**config.mk**
```make
export PLATFORM = sky130hd
export DESIGN_NAME = tue_apb_regs
export DESIGN_NICKNAME = d
export VERILOG_FILES = /design/src/rtl/tue_apb_regs.sv
export SDC_FILE = /design/constraint.sdc
export NUM_CORES = 2
export LEC_CHECK = 0
export ABC_AREA = 0
export CORE_AREA = 3 3 503 505
export DETAILED_ROUTE_END_ITERATION = 16
export DIE_AREA = 0 0 506 508
export SLEW_MARGIN = 10
export SYNTH_ARGS = -nofsm -noshare
export SYNTH_HDL_FRONTEND = slang
export SYNTH_SLANG_ARGS = --single-unit
```
**constraint.sdc**
```tcl
create_clock -name clk -period 6.7 [get_ports clk]
set_input_delay 1.34 -clock clk [delete_from_list [all_inputs] [get_ports clk]]
set_output_delay 1.34 -clock clk [all_outputs]
set_load 0.005 [all_outputs]
```
**src/rtl/tue_apb_regs.sv**
```systemverilog
// TUE register file: APB3 completer that stages a table-update request
// from CPU writes and hands one tue_req_t to the TUE engine on COMMIT.
package tue_pkg;
  localparam int unsigned MAU_TCAM_KEY_W = 512;

  typedef enum logic [1:0] {
    TUE_INSERT = 2'd0,
    TUE_DELETE = 2'd1,
    TUE_MODIFY = 2'd2,
    TUE_FLUSH  = 2'd3
  } tue_op_t;

  typedef struct packed {
    tue_op_t                   op;
    logic [4:0]                stage;
    logic [15:0]               table_id;
    logic [MAU_TCAM_KEY_W-1:0] key;
    logic [MAU_TCAM_KEY_W-1:0] mask;
    logic [15:0]               action_id;
    logic [111:0]              params;
  } tue_req_t;
endpackage

module tue_apb_regs
  import tue_pkg::*;
#(
  parameter int unsigned ADDR_W = 12,
  parameter int unsigned KEY_W  = 512
) (
  input  logic              clk,
  input  logic              rst_n,
  input  logic              psel,
  input  logic              penable,
  input  logic              pwrite,
  input  logic [ADDR_W-1:0] paddr,
  input  logic [31:0]       pwdata,
  output logic [31:0]       prdata,
  output logic              pready,
  output logic              pslverr,
  output logic              req_valid,
  input  logic              req_ready,
  output tue_req_t          req,
  input  logic              tue_done,
  input  logic              tue_err
);

  localparam int unsigned KEY_WORDS = KEY_W / 32;
  localparam int unsigned WORD_W    = ADDR_W - 2;
  localparam int unsigned KEY_BASE  = 32'h010 >> 2;
  localparam int unsigned MASK_BASE = 32'h050 >> 2;

  localparam logic [WORD_W-1:0] W_CMD    = WORD_W'(32'h000 >> 2);
  localparam logic [WORD_W-1:0] W_TID    = WORD_W'(32'h004 >> 2);
  localparam logic [WORD_W-1:0] W_STAGE  = WORD_W'(32'h008 >> 2);
  localparam logic [WORD_W-1:0] W_ACTION = WORD_W'(32'h090 >> 2);
  localparam logic [WORD_W-1:0] W_P0     = WORD_W'(32'h094 >> 2);
  localparam logic [WORD_W-1:0] W_P1     = WORD_W'(32'h098 >> 2);
  localparam logic [WORD_W-1:0] W_P2     = WORD_W'(32'h09C >> 2);
  localparam logic [WORD_W-1:0] W_STATUS = WORD_W'(32'h0A0 >> 2);
  localparam logic [WORD_W-1:0] W_COMMIT = WORD_W'(32'h0A4 >> 2);

  localparam logic [1:0] S_IDLE = 2'd0;
  localparam logic [1:0] S_REQ  = 2'd1;
  localparam logic [1:0] S_WAIT = 2'd2;

  logic [1:0]           state;
  tue_op_t              op_q;
  logic [15:0]          table_id_q;
  logic [4:0]           stage_q;
  logic [KEY_W-1:0]     key_q;
  logic [KEY_W-1:0]     mask_q;
  logic [15:0]          action_id_q;
  logic [111:0]         params_q;
  logic                 done_q;
  logic                 err_q;
  logic                 cmd_err_q;

  logic [WORD_W-1:0]    word;
  logic [KEY_WORDS-1:0] key_sel;
  logic [KEY_WORDS-1:0] mask_sel;
  logic                 hit_cmd, hit_tid, hit_stage, hit_action;
  logic                 hit_p0, hit_p1, hit_p2, hit_status, hit_commit;
  logic                 hit_shadow, mapped;
  logic                 busy, access, err_resp, wr_ok;
  logic [31:0]          rdata;
  tue_req_t             snap;
  logic                 unused_addr_lsb;

  assign unused_addr_lsb = ^paddr[1:0];
  assign pready          = 1'b1;

  // Address decode
  always_comb begin
    word       = paddr[ADDR_W-1:2];
    hit_cmd    = (word == W_CMD);
    hit_tid    = (word == W_TID);
    hit_stage  = (word == W_STAGE);
    hit_action = (word == W_ACTION);
    hit_p0     = (word == W_P0);
    hit_p1     = (word == W_P1);
    hit_p2     = (word == W_P2);
    hit_status = (word == W_STATUS);
    hit_commit = (word == W_COMMIT);
    key_sel    = '0;
    mask_sel   = '0;
    for (int unsigned i = 0; i < KEY_WORDS; i++) begin
      key_sel[i]  = (word == WORD_W'(KEY_BASE + i));
      mask_sel[i] = (word == WORD_W'(MASK_BASE + i));
    end
    hit_shadow = hit_cmd | hit_tid | hit_stage | hit_action | hit_p0 | hit_p1 |
                 hit_p2 | (|key_sel) | (|mask_sel);
    mapped     = hit_shadow | hit_status | hit_commit;
  end

  assign busy   = (state != S_IDLE);
  assign access = psel & penable;

  // Writes to the engine-facing registers are refused while a request is in flight
  always_comb begin
    err_resp = ~mapped
             | (pwrite & hit_status)
             | (pwrite & busy & (hit_shadow | hit_commit));
    wr_ok    = access & pwrite & ~err_resp;
  end

  always_comb begin
    rdata = '0;
    if (hit_cmd)    rdata[1:0]  = op_q;
    if (hit_tid)    rdata[15:0] = table_id_q;
    if (hit_stage)  rdata[4:0]  = stage_q;
    if (hit_action) rdata       = {params_q[111:96], action_id_q};
    if (hit_p0)     rdata       = params_q[31:0];
    if (hit_p1)     rdata       = params_q[63:32];
    if (hit_p2)     rdata       = params_q[95:64];
    if (hit_status) rdata[3:0]  = {cmd_err_q, err_q, done_q, busy};
    for (int unsigned i = 0; i < KEY_WORDS; i++) begin
      if (key_sel[i])  rdata = key_q[32*i +: 32];
      if (mask_sel[i]) rdata = mask_q[32*i +: 32];
    end
  end

  assign prdata  = access ? rdata : '0;
  assign pslverr = access & err_resp;

  always_ff @(posedge clk or negedge rst_n) begin
    if (!rst_n) begin
      op_q        <= TUE_INSERT;
      table_id_q  <= '0;
      stage_q     <= '0;
      key_q       <= '0;
      mask_q      <= '0;
      action_id_q <= '0;
      params_q    <= '0;
    end else if (wr_ok) begin
      if (hit_cmd)   op_q       <= tue_op_t'(pwdata[1:0]);
      if (hit_tid)   table_id_q <= pwdata[15:0];
      if (hit_stage) stage_q    <= pwdata[4:0];
      if (hit_action) begin
        action_id_q       <= pwdata[15:0];
        params_q[111:96]  <= pwdata[31:16];
      end
      if (hit_p0) params_q[31:0]  <= pwdata;
      if (hit_p1) params_q[63:32] <= pwdata;
      if (hit_p2) params_q[95:64] <= pwdata;
      for (int unsigned i = 0; i < KEY_WORDS; i++) begin
        if (key_sel[i])  key_q[32*i +: 32]  <= pwdata;
        if (mask_sel[i]) mask_q[32*i +: 32] <= pwdata;
      end
    end
  end

  always_comb begin
    snap           = '0;
    snap.op        = op_q;
    snap.stage     = stage_q;
    snap.table_id  = table_id_q;
    snap.key       = key_q;
    snap.mask      = mask_q;
    snap.action_id = action_id_q;
    snap.params    = params_q;
  end

  // tue_done is only honoured in WAIT, so a done coincident with accept is dropped
  always_ff @(posedge clk or negedge rst_n) begin
    if (!rst_n) begin
      state     <= S_IDLE;
      req_valid <= 1'b0;
      req       <= '0;
      done_q    <= 1'b0;
      err_q     <= 1'b0;
      cmd_err_q <= 1'b0;
    end else begin
      case (state)
        S_IDLE: begin
          if (wr_ok && hit_commit && pwdata[0]) begin
            req       <= snap;
            req_valid <= 1'b1;
            done_q    <= 1'b0;
            err_q     <= 1'b0;
            cmd_err_q <= 1'b0;
            state     <= S_REQ;
          end
        end
        S_REQ: begin
          if (req_ready) begin
            req_valid <= 1'b0;
            state     <= S_WAIT;
          end
        end
        S_WAIT: begin
          if (tue_done) begin
            done_q <= 1'b1;
            err_q  <= tue_err;
            state  <= S_IDLE;
          end
        end
        default: state <= S_IDLE;
      endcase
      if (access && pwrite && hit_commit && busy) cmd_err_q <= 1'b1;
    end
  end

endmodule

```
==> results.cfg <==
[die]
dieArea_sq_um = 257000
initial_utilization_pct = 40.1
io_pins = 1262
coreArea_sq_um = 249000
rows = 183
die_w_um = 506
die_h_um = 508

[timing]
relSlewSlack_pct = 20.5
finalHoldViolCount = 0
period_share_pct = 99.5
setup_viol = 0
rsz0062_at_grt = yes
fmax_mhz = 150
worst_pin_slew_ns = 1.19
fin_crit_ns = 6.67
skew_ns = 0.0845
slew_violations = 0

[cells_and_area]
final_common_cell = dfrtp_1
nFillCells = 21200
final_nets = 8889
drive_above_1_share_pct = 43.3
multiInputGateArea_sq_um = 39300
final_cell_area_sq_um = 132000
regArea_sq_um = 59000
final_cell_mix = 2356 x dfrtp_1, 2059 x mux2_2, 1190 x clkdlybuf4s50_1
syn2layout_area_growth_pct = 32.5

[global_route]
gr-usage-met1_pct = 50.1
grt_max_degree = 190
grt.total_usage_pct = 36.4
top_usage_layer = met2
grt_use_met2_pct = 51.9
grt_pass1_wl_um = 647000
grt_pass1_vias = 73400
grt_overflow = 0
antenna_found_initial = 44
met3_usage_pct = 10.6

[detailed_routing]
wl_per_cell_um = 38.8
vias = 74200
drt_pass1_iterations = 9
drt-total-wl_um = 481000
routed_via_density = 5.99
drc_errors = 0
drtIter0Drc = 8852
ant_nets = 0

[setup_path]
worstSetupPathType = input pin to output port
cp_slowest_cell = or4b_4
critPathMaxStageDelay_ns = 0.51
end_kind = output port
arrival_ns = 5.33
path_cells = clkdlybuf4s50_1 > buf_6 > or4b_4 > buf_12 > nor2_2 > buf_12 > buf_12 > buf_4 > nand2_1 > buf_4 > buf_4 > o22ai_1 > nor2_1 > o21ai_0 > a31oi_4 > buf_4 > o31ai_2 > buf_4 > a21oi_4 > dlygate4sd2_1
critPathMaxFanout = 8
start_kind = input pin
reg2regPathDepth = 4
worstPathRequired_ns = 5.36
cp_common_cell = buf_4

[placed_design]
port_buffers = 1258
gp_congestion = 0.982
dp_hpwl_um = 355000
placed_area_sq_um = 122000

[power]
p_per_area_nw_per_um2 = 229
p_int_mw = 23.2
peakVddDrop_uv = 226
seqPwrFrac_pct = 47.2
combPwrFrac_pct = 3.5
p_leak_nw = 65.6
p_sw_share_pct = 23.2
total_power_mw = 30.2
p_sw_mw = 7.00
power_frac_clock_pct = 49.3

[clocking]
cts_sinks = 2356
h-tree-depth = 5
cts_buffer_depth = 4
cts_root_buf = clkbuf_16
clk_pin_slew_ns = 0.06
cts_tree = yes
clkLatencyLatePin_ns = 0.96
cts_buffers = 279

[hold_path]
min_path_type = input pin to async pin

[synthesis]
syn-cell-area_sq_um = 99600
synthFlopType = dfrtp_1
avgSynthCellArea_sq_um = 14.3
synth_cell_types = 85
synth.yosys.seq_area_share_pct = 59.2
synth_nets = 7034
synthCells = 6982
synth_warnings = 0
ys_ff_latch = 2356
synth_edf_count = 0
async_flop_share_pct = 100

[run]
maxCapViolCount = 0

[run_status]
status = completed
-- per-layer routing --
layer	vias to the layer above	share of wire [%]
met5	-	0.025
met1	39700	41
met2	4226	42
met3	845	10
met4	20	6.4
li1	29400	-
-- power by group through the flow --
stage | registers [mW] | logic [mW] | clock network [mW]
finish | 14.2 | 1.05 | 14.9
CTS | 14.2 | 1.04 | 15.0
detailed placement | 14.5 | 1.02 | 0
global placement | 14.5 | 1.01 | 0
floorplan | 14.5 | 0.221 | 0
global route | 14.2 | 1.10 | 15.6
-- logic make-up (layout without fill, tap and decap cells) --
logic type	Yosys count	count (layout)	share of synthesized area [%]
buffers and inverters	587	2633	2.67
AND/OR/NAND/NOR	631	631	3.06
flip-flops	2356	2356	59.2
XOR/XNOR	1	1	0.00880
multiplexers	2407	2407	28.3
other	1	23	0.00377
AO/OA/AOI/OAI	999	999	6.78
-- state kept, by name, summed over array words and instances, names as in the netlist --
name / cells
action_id_q: 16
cmd_err_q: 1
done_q: 1
err_q: 1
key_q: 512
mask_q: 512
op_q: 2
params_q: 112
req: 1175
req_valid: 1
stage_q: 5
state: 2
table_id_q: 16
-- metrics by stage --
| step | TNS (ns) | worst slack, ns | hold WS, ns | cells | utilization, % |
|---|---|---|---|---|---|
| after detailed placement | -16.61 | -1.21 | 0.475 | 11900 | 48.9 |
| after CTS | -0.164 | -0.101 | 0.426 | 12400 | 52.9 |
| after global routing | -0.0746 | -0.0479 | 0.402 | 12400 | 53.1 |
| final | 0 | 0.0317 | 0.398 | 12400 | 53.1 |
| after floorplan | 0 | 1.52 | 0.451 | 6982 | - |
| after global placement | -19.15 | -1.49 | 0.471 | 11900 | 48.9 |
-- timing repair --
item	CTS	global route
endpoints found under the setup margin	32	27
cloned	1	1
setup buffers	26	8
gates resized for setup	223	107
pin swaps	46	35
hold buffers	0	0
-- synth_stat cells (10+ instances only) --
cell type,count,share of area [%]
or3_1,12,0.075
clkbuf_1,315,1.2
o21ai_0,172,0.86
nor4_1,17,0.11
a22oi_1,39,0.29
nor3_1,77,0.39
buf_2,165,0.83
o22ai_1,135,0.85
mux2_1,21,0.24
inv_1,13,0.049
a22o_1,12,0.11
and3_1,10,0.063
mux2i_1,42,0.42
mux2_4,279,4.2
o211ai_1,28,0.21
nand3_1,62,0.31
o2111ai_1,12,0.11
mux2_2,2059,23
a222oi_1,15,0.15
a211o_1,12,0.11
a221oi_1,71,0.62
a211oi_1,51,0.38
dfrtp_1,2356,59
nand2_1,215,0.81
nor2_1,149,0.56
buf_6,30,0.34
a221o_1,26,0.26
buf_1,59,0.22
a21oi_1,219,1.1
nor2b_1,15,0.094
nand2_4,10,0.11
o221ai_1,79,0.69
a31oi_1,27,0.17
o31ai_1,14,0.11
a2111oi_0,19,0.17
-- final timing paths --
check	start	to	slack, ns
setup / recovery	paddr[4]	prdata[12]	0.03
hold / removal	rst_n	req[884]	0.40
setup reg to reg	state[0]	req[524]	3.82
hold reg to reg	req[97]	req[97]	0.48
max in group asynchronous	rst_n	key_q[21]	4.52
min in group clk	req[97]	req[97]	0.48
-- critical path, delay by kind of cell --
family / cells / cell delay [ns]
simple gates: 4 / 0.81
buf+inv: 11 / 2.27
compound gates: 5 / 0.87
-- cell type report --
class | count | area share (%)
antenna | 22 | 0.0417
clock buffer | 405 | 6.13
clock inverter | 67 | 0.513
inverter | 14 | 0.0398
multi-input combinational | 4039 | 29.8
sequential | 2356 | 44.7
tap | 3330 | 3.16
timing repair buffer | 2147 | 15.7
Note: power is estimated with default switching activity, not from simulation.
